## config.mk

```make
export PLATFORM = sky130hd
export DESIGN_NAME = usi_ctrl_unit
export DESIGN_NICKNAME = d
export VERILOG_FILES = /design/src/rtl/usi_pkg.sv /design/src/rtl/usi_ctrl_unit_baud_gen.sv /design/src/rtl/usi_ctrl_unit.sv
export SDC_FILE = /design/constraint.sdc
export NUM_CORES = 1
export LEC_CHECK = 0
export ABC_AREA = 1
export BUFFER_PORTS_ARGS = -buffer_cell sky130_fd_sc_hd__clkbuf_2
export CORE_MARGIN = 1.5
export CORE_UTILIZATION = 40
export DETAILED_ROUTE_END_ITERATION = 16
export HOLD_SLACK_MARGIN = 0.02
export MAX_ROUTING_LAYER = met4
export PLACE_DENSITY_LB_ADDON = 0.05
export SLEW_MARGIN = 40
export SYNTH_ARGS = -nofsm -noshare
export SYNTH_HDL_FRONTEND = slang
export SYNTH_SLANG_ARGS = --single-unit
```

## constraint.sdc

```tcl
create_clock -name CLK -period 2.8 [get_ports CLK]
set_input_delay 0.28 -clock CLK [delete_from_list [all_inputs] [get_ports CLK]]
set_output_delay 0.28 -clock CLK [all_outputs]
set_load 0.01 [all_outputs]
```

## src/rtl/usi_pkg.sv

```systemverilog
// usi_pkg: shared definitions for the USI transfer sequencer.
//   - FSM state encoding (ST_IDLE, ST_LOAD, ST_SHIFT, ST_DONE)
//   - mode_sel encodings
//   - bit positions of the fields inside the parameters register
//   - widest supported frame (MAX_BITS)
//   - cfg_legal(): start-acceptance check on the live register values
package usi_pkg;

  localparam int MAX_BITS = 32;

  typedef enum logic [1:0] {
    ST_IDLE  = 2'd0,
    ST_LOAD  = 2'd1,
    ST_SHIFT = 2'd2,
    ST_DONE  = 2'd3
  } usi_state_e;

  localparam logic [1:0] MODE_OFF    = 2'd0;
  localparam logic [1:0] MODE_TX     = 2'd1;
  localparam logic [1:0] MODE_RX     = 2'd2;
  localparam logic [1:0] MODE_DUPLEX = 2'd3;

  localparam int PARAM_LEN_LSB  = 0;
  localparam int PARAM_LEN_MSB  = 5;
  localparam int PARAM_MSBF_BIT = 6;
  localparam int PARAM_LOOP_BIT = 8;

  function automatic logic cfg_legal(input logic [1:0]  mode,
                                     input logic [31:0] div,
                                     input logic [5:0]  len,
                                     input int          max_len);
    return (mode != MODE_OFF) && (div != 32'd0) && (len != 6'd0) && (int'(len) <= max_len);
  endfunction

endpackage

```

## src/rtl/usi_ctrl_unit_baud_gen.sv

```systemverilog
// usi_baud_gen: bit-rate tick generator for the USI sequencer.
// Counts CLK cycles while enabled and pulses tick on the cycle the count
// reaches clkdiv-1, wrapping to 0 on that same edge.
// Ports:
//   CLK     in   system clock
//   RST     in   synchronous active-high reset
//   en      in   count enable (sequencer in SHIFT)
//   clr     in   synchronous counter clear (sequencer in LOAD)
//   clkdiv  in   CLK cycles per serial bit, must be non-zero
//   tick    out  one-cycle bit-boundary pulse
module usi_baud_gen
  import usi_pkg::*;
#(
  parameter int CNT_W = 32
) (
  input  logic             CLK,
  input  logic             RST,
  input  logic             en,
  input  logic             clr,
  input  logic [CNT_W-1:0] clkdiv,
  output logic             tick
);

  logic [CNT_W-1:0] cnt_q;

  assign tick = en && (cnt_q == (clkdiv - CNT_W'(1)));

  always_ff @(posedge CLK) begin
    if (RST || clr) begin
      cnt_q <= '0;
    end else if (en) begin
      cnt_q <= tick ? '0 : cnt_q + CNT_W'(1);
    end
  end

endmodule

```

## src/rtl/usi_ctrl_unit.sv

```systemverilog
// usi_ctrl_unit: transfer sequencer for the USI peripheral.
// Accepts a start strobe from the register file, snapshots the transfer
// configuration, shifts tx_data out on tx_out and samples rx_in on every
// bit tick, then reports done / rx_word / rx_valid. Protocol violations
// (start while busy, start with an illegal config) set a sticky error.
// Build option: define USI_LOOPBACK_EN to let parameters[8] route the
// internal tx_out into the RX sampler instead of rx_in.
// Ports:
//   CLK, RST          clock, synchronous active-high reset
//   mode_sel          0 off, 1 TX, 2 RX, 3 duplex
//   clkdiv            CLK cycles per bit (0 illegal)
//   parameters        [5:0] frame length, [6] msb_first, [8] loopback
//   tx_data, start    word to send and its one-cycle request
//   err_clr           clears the sticky error
//   rx_in / tx_out    serial pins (tx_out idles high)
//   bit_tick, busy, done, rx_word, rx_valid, ctrl_unit_error  status
//
// state    | meaning
// ST_IDLE  | waiting for start, tx_out high
// ST_LOAD  | config captured, first bit presented, counters cleared
// ST_SHIFT | divider running, one bit per tick
// ST_DONE  | one-cycle completion, rx_word/rx_valid published
module usi_ctrl_unit
  import usi_pkg::*;
#(
  parameter int MAX_BITS = usi_pkg::MAX_BITS,
  parameter int CNT_W    = 32
) (
  input  logic        CLK,
  input  logic        RST,
  input  logic [1:0]  mode_sel,
  input  logic [31:0] clkdiv,
  input  logic [31:0] parameters,
  input  logic [31:0] tx_data,
  input  logic        start,
  input  logic        err_clr,
  input  logic        rx_in,
  output logic        tx_out,
  output logic        bit_tick,
  output logic        busy,
  output logic        done,
  output logic [31:0] rx_word,
  output logic        rx_valid,
  output logic        ctrl_unit_error
);

  localparam int IDX_W = $clog2(MAX_BITS);

  usi_state_e          state_q;
  logic [1:0]          mode_q;
  logic [5:0]          len_q;
  logic                msbf_q;
  logic [31:0]         clkdiv_q;
  logic [MAX_BITS-1:0] tx_sr;
  logic [MAX_BITS-1:0] rx_sr;
  logic [MAX_BITS-1:0] rx_next;
  logic [5:0]          bit_cnt;
  logic [31:0]         rx_word_q;
  logic                error_q;

  logic                tick;
  logic                last_tick;
  logic                legal;
  logic                err_evt;
  logic                rx_bit;
  logic [IDX_W-1:0]    pos;

  assign legal = cfg_legal(mode_sel, clkdiv, parameters[PARAM_LEN_MSB:PARAM_LEN_LSB], MAX_BITS);

  // Any start outside IDLE is rejected, as is a start with a bad config.
  assign err_evt = start && ((state_q != ST_IDLE) || !legal);

  // The TX and RX registers are addressed by the bit counter rather than
  // physically shifted; the frame position of the current bit depends on
  // the captured bit order.
  assign pos = msbf_q ? IDX_W'(len_q - 6'd1 - bit_cnt) : IDX_W'(bit_cnt);

  assign last_tick = tick && (bit_cnt == (len_q - 6'd1));

  usi_baud_gen #(
    .CNT_W (CNT_W)
  ) u_baud (
    .CLK    (CLK),
    .RST    (RST),
    .en     (state_q == ST_SHIFT),
    .clr    (state_q == ST_LOAD),
    .clkdiv (CNT_W'(clkdiv_q)),
    .tick   (tick)
  );

  always_comb begin
    tx_out = 1'b1;
    if (((state_q == ST_LOAD) || (state_q == ST_SHIFT)) && (mode_q != MODE_RX)) begin
      tx_out = tx_sr[pos];
    end
  end

`ifdef USI_LOOPBACK_EN
  logic loop_q;
  logic unused_param;
  assign unused_param = ^{parameters[31:9], parameters[7]};
  assign rx_bit = loop_q ? tx_out : rx_in;

  always_ff @(posedge CLK) begin
    if (RST) begin
      loop_q <= 1'b0;
    end else if ((state_q == ST_IDLE) && start && legal) begin
      loop_q <= parameters[PARAM_LOOP_BIT];
    end
  end
`else
  logic unused_param;
  assign unused_param = ^parameters[31:7];
  assign rx_bit = rx_in;
`endif

  // Received frame including the bit sampled on this tick, so the final
  // tick can publish a complete word straight into rx_word.
  always_comb begin
    rx_next      = rx_sr;
    rx_next[pos] = rx_bit;
  end

  always_ff @(posedge CLK) begin
    if (RST) begin
      state_q   <= ST_IDLE;
      mode_q    <= MODE_OFF;
      len_q     <= '0;
      msbf_q    <= 1'b0;
      clkdiv_q  <= '0;
      tx_sr     <= '0;
      rx_sr     <= '0;
      bit_cnt   <= '0;
      rx_word_q <= '0;
      error_q   <= 1'b0;
    end else begin
      case (state_q)
        ST_IDLE: begin
          if (start && legal) begin
            mode_q   <= mode_sel;
            len_q    <= parameters[PARAM_LEN_MSB:PARAM_LEN_LSB];
            msbf_q   <= parameters[PARAM_MSBF_BIT];
            clkdiv_q <= clkdiv;
            tx_sr    <= MAX_BITS'(tx_data);
            rx_sr    <= '0;
            // Cleared here so LOAD already presents frame bit 0.
            bit_cnt  <= '0;
            state_q  <= ST_LOAD;
          end
        end
        ST_LOAD: begin
          state_q <= ST_SHIFT;
        end
        ST_SHIFT: begin
          if (tick) begin
            rx_sr   <= rx_next;
            bit_cnt <= bit_cnt + 6'd1;
            if (last_tick) begin
              state_q <= ST_DONE;
              if (mode_q[1]) begin
                rx_word_q <= 32'(rx_next);
              end
            end
          end
        end
        ST_DONE: begin
          state_q <= ST_IDLE;
        end
        default: begin
          state_q <= ST_IDLE;
        end
      endcase

      // A new error event wins over a simultaneous clear.
      if (err_evt) begin
        error_q <= 1'b1;
      end else if (err_clr) begin
        error_q <= 1'b0;
      end
    end
  end

  assign bit_tick        = tick;
  assign busy            = (state_q == ST_LOAD) || (state_q == ST_SHIFT);
  assign done            = (state_q == ST_DONE);
  assign rx_valid        = (state_q == ST_DONE) && mode_q[1];
  assign rx_word         = rx_word_q;
  assign ctrl_unit_error = error_q;

endmodule

```

# Yosys cells after proc, flatten, opt, wreduce, memory -nomap -nowiden
# Cells that the tools add are included.
[op_classes]
addsub = 5
magnitude_cmp = 3
n_eq_ne = 9
muxes = 20
n_reduce_logical = 25
[op_table]
columns = ["operator", "count"]
rows = [
  ["$mux W32", 3],
  ["$pmux W32 S2", 1],
  ["$add A32 B1 Y32 const B", 1],
  ["$bwmux W32", 1],
  ["$eq A32 B32 Y1", 1],
  ["$reduce_bool A32 Y1", 1],
  ["$sub A32 B1 Y32 const B", 1],
  ["$mux W6", 2],
  ["$pmux W6 S2", 1],
  ["$logic_and A1 B1 Y1", 10],
  ["$ne A2 B2 Y1 const B", 4],
  ["$pmux W2 S4", 1],
  ["$reduce_bool A2 Y1", 4],
  ["$add A6 B1 Y6 const B", 1],
  ["$eq A6 B6 Y1", 1],
  ["$le A6 B6 Y1 const B", 1],
  ["$lt A5 B6 Y1 const B", 1],
  ["$mux W2", 3],
  ["$reduce_and A3 Y1", 2],
  ["$reduce_bool A6 Y1", 1],
  ["$sub A6 B1 Y6 const B", 1],
  ["$bmux W1 S5", 1],
  ["$demux W1 S5", 1],
  ["$ge A5 B1 Y1 const B", 1],
  ["10 further kinds", 17],
]
[totals]
regBits = 178
out_inout_bits = 38
word_cells = 73

# Logic depth before layout (Yosys ltp)
# Gate-level depths: netlist of the first run.
[logic_depth]
depth_word = 10
depth_mapped = 19
ltp_nobuf = 19

# Cells and area by module
# Synthesis of the first run repeated with hierarchy kept, for this count alone.
[unflattened]
cells_unflattened = 1647
area_unflattened_um2 = 10630.2
[modules_own_cells]
columns = ["module", "n_inst", "cells_each", "area_each_um2", "seq_area_each_um2"]
rows = [
  ["usi_ctrl_unit", 1, 1075, 7355.8, 2922.8],
  ["usi_baud_gen", 1, 572, 3274.4, 640.6],
]

# Worst setup path before layout of the first run
# No wires, ideal clock.
[synth_timing]
kind = "register to output"
start = "register len_q[0]"
end = "output tx_out"
arrival_time_ns = 2.530
required_time_ns = 2.520
path_slack_ns = -0.010
path_stages_with_launch = 14
path_buffers = 1
cell_sequence = "dfxtp_1 -> inv_1 -> ha_1 -> inv_1 -> fa_1 -> nand2_1 -> o21ai_0 -> inv_1 -> nor2_1 -> clkbuf_1 -> a22oi_1 -> a21oi_1 -> nor2_1 -> o2111ai_1"
[synth_between]
elab_chain_cells = 6
[synth_rtl]
columns = ["item", "line", "source"]
rows = [
  ["from (decl)", "usi_ctrl_unit.sv:51", "logic [5:0] len_q;"],
  ["from (signal assigned)", "usi_ctrl_unit.sv:141", "len_q <= parameters[PARAM_LEN_MSB:PARAM_LEN_LSB];"],
  ["$sub A6 B1 Y6", "n/a", ""],
  ["$sub A5 B5 Y5", "usi_ctrl_unit.sv:76", "assign pos = msbf_q ? IDX_W'(len_q - 6'd1 - bit_cnt) : IDX_W'(bit_cnt);"],
  ["$mux W5", "usi_ctrl_unit.sv:76", ""],
  ["$bmux W1 S5", "usi_ctrl_unit.sv:94", "tx_out = tx_sr[pos];"],
  ["$mux W1 (not written as such)", "usi_ctrl_unit.sv:94", ""],
  ["$mux W1", "usi_ctrl_unit.sv:93", "if (((state_q == ST_LOAD) || (state_q == ST_SHIFT)) && (mode_q != MODE_RX)) begin"],
  ["to (decl)", "usi_ctrl_unit.sv:38", "output logic tx_out,"],
]
# Every way passes these cells. The select of a mux whose other input is x is not followed.

# Worst setup path after layout of the first run
[layout_timing]
start = "register len_q[1]"
end = "output tx_out"
# Same word-level chain as after synthesis.

==> impl_results.md, run 1 <==
* Top cell type's share of synthesized area at 0.3450
* Sw Share at 0.4169
* Critical path type: reg2out
* Internal reg-to-reg setup slack at 0.02 ns
* Leak at 6.091 nW
* Cell Rows at just under 60
* Crit path max-delay family: adder cells
* Die Y at between 150 and 200 um
* Final Hold Vio Count at 0
* Hold buffers post-CTS at 0
* Dpl ws at -0.1230 ns
* Die area at 26,790 sq um
* Hold depth at 2
* Buf+Inv Stages, Crit Path at 6
* Crit path time final at roughly 3.1 ns
* Peak Freq at 318.8 MHz
* GRT Residual Overflow at 0
* HP Class: in2reg
* Initial DRT Pass Iterations at 5
* Remaining DRCs at 0
* Synth cell types at 47
* Worst setup margin at -0.3368 ns
* Avg Synthesized Cell Area at 6.306 sq um
* Vias per inst at 5.004
* DPL Wire Length at 23,720 um
* Cts bufs inserted at 17
* CTS Buffer Depth at 2
* Clock Skew at between 0.015 and 0.02 ns
* First-pass GRT wire length at 50,760 um
* Pwr dens at 716.8 nW/um^2
* Ports at 141
* Cell taking the most area after synthesis: dfxtp_1
* Post-layout util at 0.5283
* Vias in the first global route at ~10,000
* Flop pwr share at 0.302
* P_int at around 5.6 mW
* Reg clk slew, reported paths at about 0.070 ns
* Syn Inst Count at 1,638
* Crit path top cell by count: inv_2
* Peak supply drop at approximately 0.48 mV
* EDFF count, synth at 0
* Clock latency on the worst-skew pair at 0.45 ns
* R2R depth at 23
* Slew @ Worst Pin at ~0.54 ns
* Fin crit share at 1.120
* CP startpoint kind: flop
* Setup crit end kind: primary output
* RSZ-0062 raised after global routing: yes
* P&R area growth vs syn at 29.18%
* CP max stage delay at 0.53 ns
* Worst path arrival time at around 2.9 ns
* Routed Antenna Nets at 0
* Diodes inserted at 0
* Fillers at 2,622
* Fraction of registers with async set/reset at 0
* WP depth at 14
* Nets at 1,935
* Syn_nets at roughly 1,800
* Total wire length at 31,980 um
* H-tree depth at 4
* Ys Warns at 0
* Worst EP required at approximately 2.5 ns
* Top-count cell post-synth: nand2_1
* Ranking of synthesized cells by area: dfxtp_1 (35%), nand2_1 (14%), nor2_1 (12%), nand3_1 (6.5%), inv_1 (6.0%)
* Comb pwr share at 0.429
* Clock Sink Count at 178
* CTS tree: yes
* Net load switching power at between 3 and 4 mW
* Vias at 10,820
* Initial Utilization at 0.4090
* Clock network fraction of total power at 0.268
* Largest net degree at the start of global routing at 80
* Core area at 25,250 sq um
* IO Port Bufs at 115
* Commonest cells post-synth: nand2_1 (382), nor2_1 (317), dfxtp_1 (178)
* Post-Syn Area at 10,330 sq um
* WL/cell at 14.79 um
* Slew headroom at 0.6376
* GP Congestion at 0.8968
* Final setup vio count at 1
* Status: complete, but fails checks
* Root Driver: clkbuf_16
* Die width at ~160 um
* Slowest-stage cell, CP: fa_2
* Share of post-route cells with drive strength above 1 at 0.2347
* Slew Limit Fails at 0
* Max Fanout on Critical Path at 3
* Tot GR Track Use at 0.2461
* Seq cells post-synth at about 180
* First DRT Iteration DRCs at 623
* Most used DFF post-synth: dfxtp_1
* Violated checks: setup timing
* Max Cap Viol at 0
* Initial antenna violation count at 0
* Sequence of cells on the critical path: inv_2 -> ha_4 -> inv_4 -> fa_2 -> nand2_2 -> o21ai_4 -> nor2_4 -> buf_6 -> buf_4 -> inv_2 -> o22ai_2 -> a221oi_2 -> o2111ai_2 -> buf_2
* Share of the yosys chip area belonging to registers at 0.3450
-- routing by layer --
metal | part of all wire | GRT usage
met1 | 0.53 | 0.3591
met2 | 0.41 | 0.3554
met3 | 0.046 | 0.03409
met4 | 0.013 | 0.05785
met5 | 0 | -
-- flip-flops by register name (all words and copies together), names as in the netlist, 2 cells and up --
register / count
bit_cnt: 6
clkdiv_q: 32
len_q: 6
mode_q: 2
rx_sr: 32
rx_word: 32
state_q: 2
tx_sr: 32
u_baud.cnt_q: 32
-- power by group through the flow --
stage	Combinational, mW	Clock, mW	Sequential [mW]
3_3_place_gp	3.29	0	2.92
6_report	4.11	2.57	2.89
4_1_cts	3.52	2.63	2.88
2_1_floorplan	2.27	0	2.87
3_5_place_dp	3.30	0	2.92
5_1_grt	4.52	2.73	2.92
-- layout make-up --
class / count / area (sq um) / area share
multi-input combinational: 1220 / 6392 / 0.4791
sequential: 178 / 3578 / 0.2682
timing repair buffer: 226 / 1647 / 0.1234
inverter: 176 / 680.7 / 0.05101
clock buffer: 17 / 425.4 / 0.03188
tap: 330 / 412.9 / 0.03095
clock inverter: 15 / 206.4 / 0.01547
-- worst register-to-register path, delay by kind of cell (launching register included) --
kind / cells / cell delay, ns
AND/OR/NAND/NOR: 10 / 0.71
AO/OA/AOI/OAI: 1 / 0.16
XOR/XNOR: 2 / 0.31
flip-flops: 1 / 0.33
adder cells (fa/ha/maj): 2 / 0.46
buffers and inverters: 8 / 0.73
-- cells in the final DEF (no fill, tap or decap), types with 8 or more instances in the layout --
cell type | netlist | final
buf_4 | 4 | 81
o21ai_1 | 7 | 10
clkbuf_2 | 0 | 113
o21ai_2 | 1 | 8
nand4_1 | 39 | 39
nor2_4 | 2 | 17
buf_6 | 5 | 18
clkbuf_16 | 0 | 19
nand3_1 | 135 | 124
nand3_2 | 2 | 12
inv_2 | 8 | 17
xnor2_1 | 13 | 12
nor2_1 | 317 | 281
nand3b_1 | 14 | 14
buf_12 | 0 | 10
nor3_1 | 19 | 16
o21ai_0 | 106 | 94
dfxtp_2 | 0 | 9
nor2_2 | 9 | 30
nor4_1 | 9 | 9
nand2_1 | 382 | 363
a21oi_1 | 77 | 68
nand2_2 | 5 | 18
xor2_1 | 32 | 30
inv_1 | 166 | 153
a21oi_2 | 0 | 8
dfxtp_1 | 178 | 168
-- final timing paths --
kind / startpoint / to
max: len_q[1] / tx_out
min: RST / ctrl_unit_error
max reg2reg: len_q[0] / rx_word[15]
min reg2reg: rx_sr[19] / rx_sr[19]
-- cells by family (layout without fill, tap and decap cells) --
logic type / count (synthesis) / in the layout / synth area share
AOI/OAI and AO/OA: 213 / 213 / 0.1093
and+or+nand+nor: 949 / 949 / 0.3976
xor gates and xnor gates: 45 / 45 / 0.03816
DFF: 178 / 178 / 0.3450
adders and majority gates: 13 / 13 / 0.01647
buffers and inverters: 240 / 434 / 0.09352
-- what timing repair did --
action | 4_1_cts | 5_1_grt
pin swaps | 43 | 61
buffers inserted | 19 | 16
cloned | 0 | 3
resized for setup | 84 | 121
endpoints found under the setup margin | 22 | 98
-- stage by stage --
stage	power, mW	instance area (sq um)	cells	hold slack, ns	TNS, ns
after global placement	6.215	11740	2101	0.4445	-0.2821
after global routing	10.17	13340	2162	0.04535	-2.304
final	9.565	13340	2162	0.05071	-0.3368
after floorplan	5.141	10330	1638	0.4226	0
after CTS	9.030	12730	2146	0.03441	-0.9225
after detailed placement	6.226	11740	2101	0.4521	-0.6621
Power figures use the tool's default switching activity.
==> run 2: changes to the inputs <==
- CORE_UTILIZATION: 40 -> 30
==> impl_results.md, run 2 (synthesis results as in run 1) <==
* Sw Share at 0.4222 (was 0.4169)
* RSZ-0062 raised after global routing: yes (unchanged)
* Net load switching power at 3.982 mW (was 3.987 mW)
* Slew Limit Fails at 0 (unchanged)
* Slew headroom at 0.5947 (was 0.6376)
* Worst EP required at 2.52 ns (about the same)
* R2R depth at 16 (was 23)
* Max Cap Viol at 0 (unchanged)
* Pwr dens at 694.6 nW/um^2 (was 716.8 nW/um^2)
* First DRT Iteration DRCs at 696 (was 623)
* Die area at 35,550 sq um (was 26,790 sq um)
* Worst Setup EP: tx_out (unchanged)
* Reg clk slew, reported paths at 0.08 ns (was 0.07 ns)
* Cts bufs inserted at 17 (unchanged)
* Dpl ws at -0.2069 ns (was -0.1230 ns)
* Final setup vio count at 1 (unchanged)
* Core area at 33,700 sq um (was 25,250 sq um)
* Hold depth at 3 (was 2)
* Critical path type: reg2out (unchanged)
* Crit path time final at 3.228 ns (was 3.137 ns)
* GRT Residual Overflow at 0 (unchanged)
* Fillers at 3,766 (was 2,622)
* Setup crit end kind: primary output (unchanged)
* Fin crit share at 1.153 (was 1.120)
* Tot GR Track Use at 0.2045 (was 0.2461)
* Post-layout util at 0.4029 (was 0.5283)
* Diodes inserted at 0 (unchanged)
* Initial antenna violation count at 0 (unchanged)
* Placed inst area at 12,000 sq um (was 11,740 sq um)
* WL/cell at 15.44 um (was 14.79 um)
* Worst Hold Slack at 0.05234 ns (was 0.05071 ns)
* Share of post-route cells with drive strength above 1 at 0.2518 (was 0.2347)
* Vias per inst at 4.746 (was 5.004)
* Post-route cell area at 13,580 sq um (was 13,340 sq um)
* Final Hold Vio Count at 0 (unchanged)
* IO Port Bufs at 115 (unchanged)
* Comb pwr share at 0.422 (was 0.429)
* Clock Skew at 0.01409 ns (was 0.01714 ns)
* Setup crit start: len_q[1] (unchanged)
* Peak Freq at 309.8 MHz (was 318.8 MHz)
* CTS Buffer Depth at 2 (unchanged)
* Cell Rows at 67 (was 58)
* Worst setup margin at -0.4281 ns (was -0.3368 ns)
* P_int at 5.449 mW (was 5.578 mW)
* Status: complete, but fails checks (unchanged)
* Most common cell after layout, fill and taps aside: nand2_1 (unchanged)
* Worst path arrival time at 2.95 ns (was 2.86 ns)
* Initial DRT Pass Iterations at 5 (unchanged)
* Root Driver: clkbuf_16 (unchanged)
* Setup TNS at -0.4281 ns (was -0.3368 ns)
* Remaining DRCs at 0 (unchanged)
* Peak supply drop at 0.4752 mV (was 0.4790 mV)
* Total wire length at 35,260 um (was 31,980 um)
* Clock network fraction of total power at 0.271 (was 0.268)
* Routed Antenna Nets at 0 (unchanged)
* Internal reg-to-reg setup slack at 0 ns (was 0.02 ns)
* GP Congestion at 0.8611 (was 0.8968)
* Clock latency on the worst-skew pair at 0.47 ns (was 0.45 ns)
* Hold buffers post-CTS at 0 (unchanged)
* Layout Cells excl Fill at 2,283 (was 2,162)
* HP Class: in2reg (unchanged)
* CP startpoint kind: flop (unchanged)
* Reg2reg start: len_q[1] (was len_q[0])
* Vias in the first global route at 10,240 (was 9,883)
* Nets at 1,938 (was 1,935)
* Most frequent cells in the layout: nand2_1 (347), nor2_1 (275), dfxtp_1 (163), inv_1 (153), nand3_1 (116) (was nand2_1 (363), nor2_1 (281), dfxtp_1 (168), inv_1 (153), nand3_1 (124))
* Clock Sink Count at 178 (unchanged)
* RR Endpoint: rx_sr[11] (was rx_word[15])
* Die Y at 188.6 um (was 163.7 um)
* Flop pwr share at 0.307 (was 0.302)
* Vias at 10,830 (was 10,820)
* Violated checks: setup timing (unchanged)
* Worst hold start: tx_data[16] (was RST)
* Ports at 141 (unchanged)
* P&R area growth vs syn at 31.47% (was 29.18%)
* First-pass GRT wire length at 55,250 um (was 50,760 um)
* DPL Wire Length at 26,530 um (was 23,720 um)
* Largest net degree at the start of global routing at 74 (was 80)
* Final Total Pwr at 9.432 mW (was 9.565 mW)
* H-tree depth at 4 (unchanged)
* Max Fanout on Critical Path at 5 (was 3)
* Dpl cells at 2,229 (was 2,101)
* Leak at 6.136 nW (was 6.091 nW)
* Die width at 188.6 um (was 163.7 um)
* Initial Utilization at 0.3065 (was 0.4090)
* CTS tree: yes (unchanged)
* Slew @ Worst Pin at 0.6024 ns (was 0.5436 ns)
run 2: changes by cell type in the layout (fill, tap and decap cells not counted), sizes merged:
cell,before,now
buf,111,113
inv,181,182
clkinvlp,1,0
clkbuf,132,133
run 2: layer usage:
metal / global-route usage / wire [um] / part of all wire
met1: 0.2989 / 18880 / 0.54
met2: 0.2902 / 14500 / 0.41
met3: 0.03427 / 1414 / 0.040
met4: 0.04701 / 463 / 0.013
met5: - / 0 / 0
run 2: cell type report:
type | count | area [sq um] | area share
timing repair buffer | 229 | 1682 | 0.1238
multi-input combinational | 1220 | 6457 | 0.4755
clock buffer | 17 | 425.4 | 0.03133
clock inverter | 15 | 187.7 | 0.01382
tap | 448 | 560.5 | 0.04128
sequential | 178 | 3587 | 0.2642
inverter | 176 | 679.4 | 0.05003
run 2: critical path, cell delays in order, from the launching register on:
cell and delay, ns:
dfxtp_2 0.34, inv_2 0.05, ha_4 0.16, xor2_1 0.14
ha_1 0.36, nand2_1 0.09, nand2_1 0.08, a21oi_2 0.06
nand3b_1 0.17, nand2_2 0.11, nand2_4 0.07, buf_6 0.14
nand4_1 0.13, a21oi_2 0.06, nor3_2 0.18, o2111ai_2 0.16
buf_2 0.19
run 2: worst min-delay path by stage:
stage	slack (ns)	to
detailed placement	0.45	rx_sr[19]
floorplan	0.42	ctrl_unit_error
CTS	0.04	tx_sr[20]
global placement	0.44	rx_sr[19]
finish	0.05	tx_sr[16]
global route	0.07	tx_sr[6]
run 2: power by group through the flow:
| stage | Sequential [mW] | Clock (mW) | Combinational, mW |
|---|---|---|---|
| floorplan | 2.87 | 0 | 2.27 |
| CTS | 2.88 | 2.64 | 3.72 |
| finish | 2.90 | 2.55 | 3.98 |
| global placement | 2.93 | 0 | 3.47 |
| detailed placement | 2.92 | 0 | 3.47 |
| global route | 2.92 | 2.71 | 4.41 |
run 2: what timing repair did:
item	CTS	global route
cloned	0	3
pin swaps	34	64
resized for setup	94	142
buffers inserted	61	13
setup endpoints to repair	42	75
